==> src/rtl/regfile_mp.sv <==
// Parametrised multi-read-port register file with per-register pending bits,
// optional write-to-read bypass and a sequential zero-fill sweep after reset.
module regfile_mp #(
  parameter int DATA_W   = 32,
  parameter int NUM_REGS = 32,
  parameter int ADDR_W   = $clog2(NUM_REGS),
  parameter int NUM_RD   = 2,
  parameter int BYPASS   = 1,
  parameter int ZERO_REG = 1
) (
  input  logic                       i_clk,
  input  logic                       i_reset,
  input  logic [NUM_RD*ADDR_W-1:0]   i_rs_addr,
  output logic [NUM_RD*DATA_W-1:0]   o_rs_data,
  output logic [NUM_RD-1:0]          o_rs_pend,
  input  logic [ADDR_W-1:0]          i_rd_addr,
  input  logic [DATA_W-1:0]          i_rd_data,
  input  logic                       i_rd_wren,
  input  logic [ADDR_W-1:0]          i_iss_addr,
  input  logic                       i_iss_valid,
  output logic                       o_ready
);

  typedef enum logic {INIT, RUN} state_e;

  localparam logic [ADDR_W:0]   NUM_REGS_W = (ADDR_W+1)'(NUM_REGS);
  localparam logic [ADDR_W-1:0] LAST_IDX   = ADDR_W'(NUM_REGS - 1);

  state_e              state_q, state_d;
  logic [ADDR_W-1:0]   cnt_q, cnt_d;
  logic                ready_q, ready_d;
  logic [DATA_W-1:0]   mem_q [NUM_REGS];
  logic [NUM_REGS-1:0] pend_q;

  logic run;
  logic wr_en;
  logic iss_en;

  // In range, and not the hardwired zero register.
  function automatic logic addr_ok(input logic [ADDR_W-1:0] a);
    return ({1'b0, a} < NUM_REGS_W) && !((ZERO_REG != 0) && (a == '0));
  endfunction

  assign run    = (state_q == RUN);
  assign wr_en  = run && i_rd_wren && addr_ok(i_rd_addr);
  assign iss_en = run && i_iss_valid && addr_ok(i_iss_addr);
  assign o_ready = ready_q;

  always_comb begin
    state_d = state_q;
    cnt_d   = cnt_q;
    ready_d = ready_q;
    case (state_q)
      INIT: begin
        cnt_d = cnt_q + 1'b1;
        if (cnt_q == LAST_IDX) begin
          state_d = RUN;
          ready_d = 1'b1;
          cnt_d   = '0;
        end
      end
      RUN: begin
        state_d = RUN;
      end
      default: begin
        state_d = INIT;
        cnt_d   = '0;
        ready_d = 1'b0;
      end
    endcase
  end

  always_ff @(posedge i_clk) begin
    if (i_reset) begin
      state_q <= INIT;
      cnt_q   <= '0;
      ready_q <= 1'b0;
    end else begin
      state_q <= state_d;
      cnt_q   <= cnt_d;
      ready_q <= ready_d;
    end
  end

  // Storage has no reset; the sweep zero-fills it one entry per cycle.
  always_ff @(posedge i_clk) begin
    if (!i_reset) begin
      if (state_q == INIT) begin
        mem_q[cnt_q] <= '0;
      end else if (wr_en) begin
        mem_q[i_rd_addr] <= i_rd_data;
      end
    end
  end

  // Issue is applied after writeback so a new producer keeps the bit set.
  always_ff @(posedge i_clk) begin
    if (i_reset) begin
      pend_q <= '0;
    end else begin
      if (wr_en) begin
        pend_q[i_rd_addr] <= 1'b0;
      end
      if (iss_en) begin
        pend_q[i_iss_addr] <= 1'b1;
      end
    end
  end

  for (genvar k = 0; k < NUM_RD; k++) begin : g_rd
    logic [ADDR_W-1:0] ra;
    logic              ok;
    logic              byp;

    assign ra  = i_rs_addr[k*ADDR_W +: ADDR_W];
    assign ok  = run && addr_ok(ra);
    assign byp = (BYPASS != 0) && wr_en && (ra == i_rd_addr);

    assign o_rs_data[k*DATA_W +: DATA_W] = !ok ? '0 : (byp ? i_rd_data : mem_q[ra]);
    assign o_rs_pend[k] = ok && !byp && pend_q[ra];
  end

endmodule
==> config.mk <==
export PLATFORM = sky130hd
export DESIGN_NAME = regfile_mp
export DESIGN_NICKNAME = d
export VERILOG_FILES = /design/src/rtl/regfile_mp.sv
export SDC_FILE = /design/constraint.sdc
export NUM_CORES = 1
export LEC_CHECK = 0
export CAP_MARGIN = 20
export CELL_PAD_IN_SITES_DETAIL_PLACEMENT = 0
export CELL_PAD_IN_SITES_GLOBAL_PLACEMENT = 1
export CORE_MARGIN = 2
export CORE_UTILIZATION = 40
export CTS_BUF_LIST = sky130_fd_sc_hd__clkbuf_8
export CTS_CLUSTER_DIAMETER = 50
export DETAILED_ROUTE_END_ITERATION = 10
export PLACE_DENSITY = 0.67
export SYNTH_ARGS = -nofsm -noshare
export SYNTH_HDL_FRONTEND = slang
export SYNTH_SLANG_ARGS = --single-unit
export TNS_END_PERCENT = 100
==> constraint.sdc <==
create_clock -name i_clk -period 5 [get_ports i_clk]
set_input_delay 0.75 -clock i_clk [delete_from_list [all_inputs] [get_ports i_clk]]
set_output_delay 0.75 -clock i_clk [all_outputs]
set_load 0.005 [all_outputs]
==> results.yml <==
synthesis:
  postSynth.asyncResetShare: 0
  synth_top_family_by_area: "multiplexers"
  synth-seq-cells: 1063
  synth.area.top_cells: "edfxtp_1 (61%), mux4_2 (16%), mux2i_1 (7.8%)"
  syn_area_mm2: 0.0508
  synth.avg_cell_area_um2: 17.0
  synth_xor_area_frac: 0.00173
  yosys.area_share.adder: 0.000493
  ys.flop_type: "edfxtp_1"
  synth_top_area_share: 0.606
  yosys_warnings: 0
  synth_compound_area_frac: 0.0796
  synth_cell_types: 51
  muxShareOfSynthArea: 0.243
  syn-instance-count: 2982
  synth_edf_count: 1024
  synthSimpleGateAreaFrac: 0.0314
  synth_area_leader_cell: "edfxtp_1"
  ys_seq_area_frac: 0.621
  syn_nets: 3040
timing:
  slew_viol_final: 0
  rsz0062_at_grt: "no"
  final.setup_skew_ns: 0.0442
  timing.slew.headroom: 0.238
  layout_min_cycle_time_ns: 4.80
  max_freq_ghz: 0.208
  tightest_slew_ns: 1.11
  setup_viol_count_final: 0
  fin_crit_sh: 0.959
  setup_tns_ns: 0
  final-hold-violation-count: 0
route:
  drt_wl_total_mm: 174
  vias_per_cell: 6.53
  drc: 0
  dr.pass1.iters: 5
  antenna_left: 0
  vias: 32767
  post_drt_wl_per_cell_um: 34.6
  first_iter_violations: 3628
die:
  rows: 130
  die_width_um: 360
  chipHeight_um: 360
  initial_core_util: 0.404
  num_io_pins: 123
  fp.dieArea_mm2: 0.130
  fp.coreArea_mm2: 0.126
placement:
  dpl.hpwl_mm: 104
  port_buffers: 122
  placed_area_mm2: 0.0553
  gp_congestion: 0.866
finish:
  mostFrequentLayoutCell: "edfxtp_1"
  nets: 3285
  multiInputGateArea_mm2: 0.0184
  layout_common_cells: "edfxtp_1 (1024), mux2i_1 (398), mux4_2 (370)"
  drive_gt1_frac: 0.248
  nFillCells: 10581
  area_growth_syn_to_layout_pct: 16.0
  utilization: 0.468
  final_area_mm2: 0.0589
  seqCellArea_mm2: 0.0315
critical_path:
  crit_path_end_kind: "output port"
  critPathMaxFanout: 15
  cp.arrival_ns: 4.05
  crit_path_start_kind: "input pin"
  path_cells: "buf_2, or3b_2, buf_12, o22ai_1, a211oi_1, a221oi_1, a22o_1, clkdlybuf4s50_1"
  slowest_delay_ns: 0.86
  critical_path_required_ns: 4.25
  critPathSlowestCell: "a211oi_1"
  path_class: "input pin to output port"
run:
  drv_cap: 0
power:
  p_sw_frac: 0.241
  p_leak_nw: 20.9
  switching_power_mw: 4.47
  internal-power_mw: 14.1
  comb_power_share: 0.076
  p_clk_frac: 0.401
  pwr-share-seq: 0.523
  ir_worst_vdd_uv: 183
  power.density_mw_per_mm2: 315
cts:
  cts_tree: "done"
  clock_path_buffers: 3
  cts_root_buf: "clkbuf_8"
  post-cts-setup-buffers: 0
  cts_made_buffers: 179
  insertion_delay_ns: 0.86
  ctsResizeCount: 0
  cts_hold_buf: 0
  cts_sinks: 1063
  cts_max_level: 4
  path_clk_slew_ns: 0.06
run_status:
  status: "complete, no violations"
global_routing:
  grt_pass1_vias: 33465
  antenna_found_initial: 3
  grt_pass1_wl_mm: 246
  grt_max_degree: 66
  grt_usage: 0.265
  overflow: 0
min_path:
  hold_path.class: "flop to flop"
## synthesized netlist by cell type, types with 39 or more instances
library cell and number:
o21ai_0 90, nand3_1 66, nor2_1 65, o221ai_1 47, clkbuf_1 126, dfxtp_1 39, nand2_1 78, a221oi_1 118
and2_1 42, edfxtp_1 1024, buf_2 94, a21oi_1 103, mux4_2 370, mux2i_1 398
## final cells by class
| cell class | instances | area share |
|---|---|---|
| Sequential cell | 1063 | 0.535 |
| Multi-Input combinational cell | 1669 | 0.313 |
| Timing Repair Buffer | 309 | 0.0592 |
| Clock buffer | 186 | 0.0435 |
| Tap cell | 1650 | 0.0351 |
| Clock inverter | 133 | 0.0133 |
| Inverter | 5 | 0.000340 |
| Antenna cell | 4 | 0.000170 |
## critical path: cells and delay by family
family                 cells  cell delay, ns
AND/OR/NAND/NOR            1            0.59
buffers and inverters      3            1.25
AO/OA/AOI/OAI              4            1.41
## metal layers
metal / share of wire / vias up / GRT usage
li1: - / 13166 / -
met1: 0.39 / 17255 / 0.349
met2: 0.48 / 1946 / 0.423
met3: 0.092 / 398 / 0.0551
met4: 0.047 / 2 / 0.120
met5: 0.000069 / - / 0
## through the flow
step / hold WS, ns / std cells / setup WS, ns / power, mW
floorplan: 0.455 / 2982 / 1.07 / 10.7
global route: 0.504 / 5016 / 0.0644 / 19.1
finish: 0.484 / 5019 / 0.203 / 18.5
global placement: 0.474 / 4688 / 0.251 / 11.3
CTS: 0.488 / 5007 / 0.261 / 18.6
detailed placement: 0.470 / 4688 / 0.273 / 11.3
## power by group through the flow
stage                     combinational [mW]  sequential [mW]  clock (mW)
after global placement                  1.40             9.88           0
after floorplan                        0.841             9.87           0
after global routing                    1.47             9.69        7.91
after detailed placement                1.40             9.88           0
final                                   1.41             9.70        7.43
after CTS                               1.41             9.70        7.53
## final timing paths
kind	to	slack, ns	cells past startpoint	from
setup / recovery	o_rs_data[33]	0.20	8	i_rs_addr[8]
hold / removal	o_ready$_SDFFE_PP0P_	0.48	2	o_ready$_SDFFE_PP0P_
setup reg to reg	mem_q[0][26]$_DFFE_PP_	1.73	6	run$_SDFF_PP0_
hold reg to reg	o_ready$_SDFFE_PP0P_	0.48	2	o_ready$_SDFFE_PP0P_
## state kept, by name, indices dropped and copies added (netlist names)
signal,count
o_ready,1
cnt_q,5
pend_q,32
run,1
mem_q,1024
## cell families (layout without fill, tap and decap cells)
kind of cell | Yosys count | after routing
buf+inv | 250 | 633
simple gates | 321 | 321
xor+xnor | 10 | 10
mux | 771 | 771
fa+ha+maj | 2 | 2
compound gates | 565 | 565
flops | 1063 | 1063
other cells | 0 | 4
Power figures use the tool's default switching activity.
